## config.mk

```make
export PLATFORM = sky130hd
export DESIGN_NAME = jump_target_unit
export DESIGN_NICKNAME = d
export VERILOG_FILES = /design/src/rtl/jump_target_unit_pkg.sv /design/src/rtl/jtu_ras.sv /design/src/rtl/jump_target_unit.sv
export SDC_FILE = /design/constraint.sdc
export NUM_CORES = 1
export LEC_CHECK = 0
export ABC_AREA = 1
export CAP_MARGIN = 0
export CORE_UTILIZATION = 50
export CTS_CLUSTER_DIAMETER = 150
export DETAILED_ROUTE_END_ITERATION = 10
export HOLD_SLACK_MARGIN = 0.15
export PLACE_DENSITY = 0.83
export SYNTH_ARGS = -nofsm -noshare
export SYNTH_HDL_FRONTEND = slang
export SYNTH_SLANG_ARGS = --single-unit
```

## constraint.sdc

```tcl
create_clock -name clk -period 2.7 [get_ports clk]
set_clock_uncertainty 0.05 [all_clocks]
set_input_delay 0.27 -clock clk [delete_from_list [all_inputs] [get_ports clk]]
set_output_delay 0.27 -clock clk [all_outputs]
set_load 0.03 [all_outputs]
```

## src/rtl/jump_target_unit_pkg.sv

```systemverilog
// rtl/jump_target_unit_pkg.sv - shared mode encodings and default sizes for the jump target unit
package jump_target_unit_pkg;

    localparam int DEF_ADDR_W    = 32;
    localparam int DEF_RAS_DEPTH = 4;

    // Fetch-stage control-flow class of the instruction being resolved
    typedef enum logic [1:0] {
        MODE_SEQ = 2'b00,
        MODE_J   = 2'b01,
        MODE_JAL = 2'b10,
        MODE_RET = 2'b11
    } jtu_mode_e;

endpackage

```

## src/rtl/jtu_ras.sv

```systemverilog
// rtl/jtu_ras.sv - circular return-address stack with saturating occupancy count
module jtu_ras
    import jump_target_unit_pkg::*;
#(
    parameter int ADDR_W    = DEF_ADDR_W,
    parameter int RAS_DEPTH = DEF_RAS_DEPTH
) (
    input  logic              clk,
    input  logic              rst_n,
    input  logic              push,
    input  logic              pop,
    input  logic [ADDR_W-1:0] push_data,
    output logic [ADDR_W-1:0] top,
    output logic              empty,
    output logic              full
);

    localparam int PTR_W = $clog2(RAS_DEPTH);
    localparam int CNT_W = PTR_W + 1;
    localparam logic [CNT_W-1:0] CNT_MAX = CNT_W'(RAS_DEPTH);

    logic [ADDR_W-1:0] mem [RAS_DEPTH];
    logic [PTR_W-1:0]  ptr;
    logic [CNT_W-1:0]  count;
    logic [CNT_W-1:0]  count_nxt;

    // ptr names the next free slot, so the newest entry sits one below it
    assign top = mem[ptr - PTR_W'(1)];

    // Occupancy saturates at depth on push and never goes below zero on pop
    always_comb begin
        count_nxt = count;
        if (push && (count != CNT_MAX)) begin
            count_nxt = count + CNT_W'(1);
        end else if (pop && (count != '0)) begin
            count_nxt = count - CNT_W'(1);
        end
    end

    // Pointer, count and registered empty/full flags
    always_ff @(posedge clk or negedge rst_n) begin
        if (!rst_n) begin
            ptr   <= '0;
            count <= '0;
            empty <= 1'b1;
            full  <= 1'b0;
        end else begin
            if (push) begin
                ptr <= ptr + PTR_W'(1);
            end else if (pop && (count != '0)) begin
                ptr <= ptr - PTR_W'(1);
            end
            count <= count_nxt;
            empty <= (count_nxt == '0);
            full  <= (count_nxt == CNT_MAX);
        end
    end

    // Entry storage; writing at ptr when full lands on the oldest entry
    always_ff @(posedge clk) begin
        if (push) begin
            mem[ptr] <= push_data;
        end
    end

endmodule

```

## src/rtl/jump_target_unit.sv

```systemverilog
// rtl/jump_target_unit.sv - J/JAL/RET next-fetch target resolution with return-address stack
module jump_target_unit
    import jump_target_unit_pkg::*;
#(
    parameter int ADDR_W    = DEF_ADDR_W,
    parameter int RAS_DEPTH = DEF_RAS_DEPTH
) (
    input  logic              clk,
    input  logic              rst_n,
    input  logic              in_valid,
    input  logic [1:0]        in_mode,
    input  logic [25:0]       in_instr_index,
    input  logic [ADDR_W-1:0] in_pc_plus4,
    input  logic              in_stall,
    input  logic              in_flush,
    output logic              out_valid,
    output logic [ADDR_W-1:0] out_target,
    output logic              out_taken,
    output logic              out_ras_empty,
    output logic              out_ras_full,
    output logic              out_ras_underflow
);

    jtu_mode_e         mode;
    logic              accept;
    logic              push;
    logic              pop;
    logic [ADDR_W-1:0] ras_top;
    logic [ADDR_W-1:0] next_target;
    logic              next_taken;

    assign mode   = jtu_mode_e'(in_mode);
    assign accept = in_valid && !in_stall && !in_flush;
    assign push   = accept && (mode == MODE_JAL);
    assign pop    = accept && (mode == MODE_RET) && !out_ras_empty;

    jtu_ras #(
        .ADDR_W    (ADDR_W),
        .RAS_DEPTH (RAS_DEPTH)
    ) u_ras (
        .clk       (clk),
        .rst_n     (rst_n),
        .push      (push),
        .pop       (pop),
        .push_data (in_pc_plus4 + ADDR_W'(4)),
        .top       (ras_top),
        .empty     (out_ras_empty),
        .full      (out_ras_full)
    );

    // Target select: region jump keeps the upper PC bits, RET falls through when the stack is empty
    always_comb begin
        next_target = in_pc_plus4;
        next_taken  = 1'b0;
        case (mode)
            MODE_J, MODE_JAL: begin
                next_target[27:0] = {in_instr_index, 2'b00};
                next_taken        = 1'b1;
            end
            MODE_RET: begin
                if (!out_ras_empty) begin
                    next_target = ras_top;
                    next_taken  = 1'b1;
                end
            end
            default: begin
                next_taken = 1'b0;
            end
        endcase
    end

    // Output register: flush beats stall, a bubble clears valid/taken but keeps the last target
    always_ff @(posedge clk or negedge rst_n) begin
        if (!rst_n) begin
            out_valid         <= 1'b0;
            out_target        <= '0;
            out_taken         <= 1'b0;
            out_ras_underflow <= 1'b0;
        end else begin
            out_ras_underflow <= accept && (mode == MODE_RET) && out_ras_empty;
            if (in_flush || (!in_stall && !in_valid)) begin
                out_valid <= 1'b0;
                out_taken <= 1'b0;
            end else if (accept) begin
                out_valid  <= 1'b1;
                out_target <= next_target;
                out_taken  <= next_taken;
            end
        end
    end

endmodule

```

==> run_results.csv <==
group,metric,value,unit
status,outcome,"complete, no violations",
logic_synthesis,synth_cell_types,36,
global_route,grt_pass1_wl,34330,µm
logic_synthesis,ys_async_sr_fraction,0.2471,
global_route,antenna_found_initial,0,
floorplanning,pin_count,102,
timing,fin_crit,2123,ps
clocking,clockBufferDepth,2,
route,via_count,6776,
global_route,grt_usage,0.2743,
timing,slew_headroom,0.5090,
critical_path,crit_arrival,2160,ps
final_layout,final_common_cell,"nand2_1",
place,hpwl,14280,µm
logic_synthesis,yosysSeqAreaShare,0.5884,
power,p_per_area,850.1,mW/mm²
timing,hold_slack,432.5,ps
clocking,ctsHoldBuffers,1,
power,leakage,4.047,nW
clocking,tritoncts,"built",
floorplanning,rows,46,
logic_synthesis,ys_warn_count,0,
logic_synthesis,syn_area_per_cell,9.338,µm²
final_layout,layout-drive-gt1-share,0.08383,
run,drv_cap,0,
route,drtPass1Iterations,5,
critical_path,cp_slowest_cell,"buf_4",
route,viasPerCell,5.563,
place,placed_cells,1187,
clocking,root_buffer,"clkbuf_16",
floorplanning,die_w,131,µm
logic_synthesis,synth-seq-cells,170,
final_layout,area_delta_synth_final,21.04,%
critical_path,crit_path_start_kind,"flop",
timing,min_period_over_period,0.7862,
floorplanning,dieArea,0.01716,mm²
final_layout,diodes,0,
logic_synthesis,synth-edff-count,128,
floorplanning,core-area,0.01606,mm²
critical_path,endpoint_kind,"flop",
timing,hold_viol_final,0,
place,portBuffers,101,
critical_path,crit_type,"flop to flop",
timing,setup_violations,0,
clocking,clk_pin_slew,60,ps
place,gp_congestion,0.9333,
route,wirelength,22160,µm
global_route,grt_start_max_net_pins,67,
clocking,ctsHtreeMaxLevel,4,
critical_path,crit_path_frequent_cell,"buf_4",
worst_hold_path,worstHoldPathType,"flop to flop",
final_layout,nets,1067,
floorplanning,die_y,131,µm
critical_path,path_max_fanout,66,
floorplanning,initial_utilization,0.5182,
critical_path,cp_top_family,"buffers and inverters",
critical_path,cpPeakStageDelay,600,ps
critical_path,ff2ff_setup_slack,580,ps
route,first_iter_violations,818,
timing,worstMarginPinSlew,736.5,ps
timing,final_max_slew_viol_count,0,
logic_synthesis,synth_area,0.008320,mm²
global_route,grt_overflow_total,0,
timing,rsz0062_at_grt,"no",
critical_path,required,2740,ps
logic_synthesis,syn_nets,967,
critical_path,crit_buf_inv,3,
power,power,8.561,mW
timing,max_freq,471.1,MHz
clocking,postCtsResizedCells,0,
route,drtAntennaViolNets,0,
clocking,post-cts-setup-buffers,0,
clocking,clkSinkCount,170,
critical_path,crit_chain,"buf_4 -> ha_1 -> inv_1 -> nor2_2 -> buf_4",
global_route,grt_pass1_vias,6553,
logic_synthesis,synth_cells,891,
clocking,cts_buffers,17,
timing,fin_tns_setup,0,ps
logic_synthesis,yosys_most_used_dff,"edfxtp_1",
clocking,clock_latency,420,ps
route,drcViolationCount,0,
final_layout,num-fill-cells,1255,
power,ir_drop,0.7023,mV
final_layout,finalCoreUtilization,0.6272,
final_layout,final_cells,1218,
route,wire_per_inst,18.19,µm
final_layout,most-common-layout-cells,"246 x nand2_1, 139 x nor2_1, 128 x edfxtp_1",
-- metrics by stage --
step	setup slack, ps	area (µm²)
2_1_floorplan	114.1	8325
3_3_place_gp	487.9	9537
3_5_place_dp	425.8	9537
4_1_cts	586.0	10070
5_1_grt	462.0	10070
6_report	577.2	10070
-- path summary, 6_finish.rpt --
kind                                     from                to  cells past startpoint
worst max-delay path             u_ras.ptr[0]  u_ras.mem[1][12]                      5
worst min-delay path            out_target[1]     out_target[1]                      2
worst max register to register   u_ras.ptr[0]  u_ras.mem[1][12]                      5
worst min register to register  out_target[1]     out_target[1]                      2
max in group asynchronous               rst_n      u_ras.ptr[0]                      3
min in group asynchronous               rst_n    u_ras.count[0]                      3
-- Yosys cell counts, types with 10 or more instances --
| library cell | n | area share |
|---|---|---|
| o21ai_1 | 12 | 0.0072 |
| edfxtp_1 | 128 | 0.46 |
| inv_1 | 51 | 0.023 |
| a211oi_1 | 11 | 0.0099 |
| ha_1 | 11 | 0.017 |
| nor2_1 | 143 | 0.065 |
| a21oi_1 | 18 | 0.011 |
| nand2_1 | 246 | 0.11 |
| xor2_1 | 24 | 0.025 |
| dfrtp_1 | 41 | 0.12 |
| o21ai_0 | 54 | 0.032 |
| nand3_1 | 46 | 0.028 |
| nand2_2 | 10 | 0.0075 |
| nor3_1 | 15 | 0.0090 |
| buf_2 | 18 | 0.011 |
-- final cells by class --
type,count,area (µm²),area share
clock inverter,11,81.33,0.008076
inverter,53,198.9,0.01975
tap,216,270.3,0.02684
multi-input combinational,628,2997,0.2976
sequential,170,4897,0.4863
clock buffer,19,442.9,0.04398
timing repair buffer,121,1184,0.1175
-- worst reg2reg max path, delay by kind of cell (launching register included) --
| family | cells | cell delay, ps |
|---|---|---|
| adder cells (fa/ha/maj) | 1 | 270 |
| buffers and inverters | 3 | 1000 |
| flip-flops | 1 | 360 |
| AND/OR/NAND/NOR | 1 | 110 |
-- power by group --
group | switching, mW | internal [mW] | total (mW)
Combinational | 2.08 | 1.10 | 3.18
Sequential | 0.140 | 3.03 | 3.17
Clock | 0.942 | 1.26 | 2.21
-- layer usage --
metal / track usage / share of wire / vias up
met2: 0.4364 / 0.47 / 396
met4: 0.1305 / 0.029 / 0
met5: 0 / 0 / -
li1: - / - / 3151
met3: 0.05619 / 0.089 / 58
met1: 0.3613 / 0.41 / 3171
-- sequential cells by signal, summed over array words and instances (netlist names) --
register           count
u_ras.ptr              2
u_ras.mem            128
out_target            32
u_ras.full             1
out_valid              1
out_ras_underflow      1
out_taken              1
u_ras.empty            1
u_ras.count            3
-- cells by family after synthesis --
| logic type | count (synthesis) | share of synthesized area |
|---|---|---|
| fa+ha+maj | 11 | 0.01654 |
| flops | 170 | 0.5884 |
| simple gates | 487 | 0.2456 |
| xor+xnor | 27 | 0.02842 |
| compound gates | 103 | 0.06842 |
| buf+inv | 93 | 0.05263 |
Power figures use the tool's default switching activity.
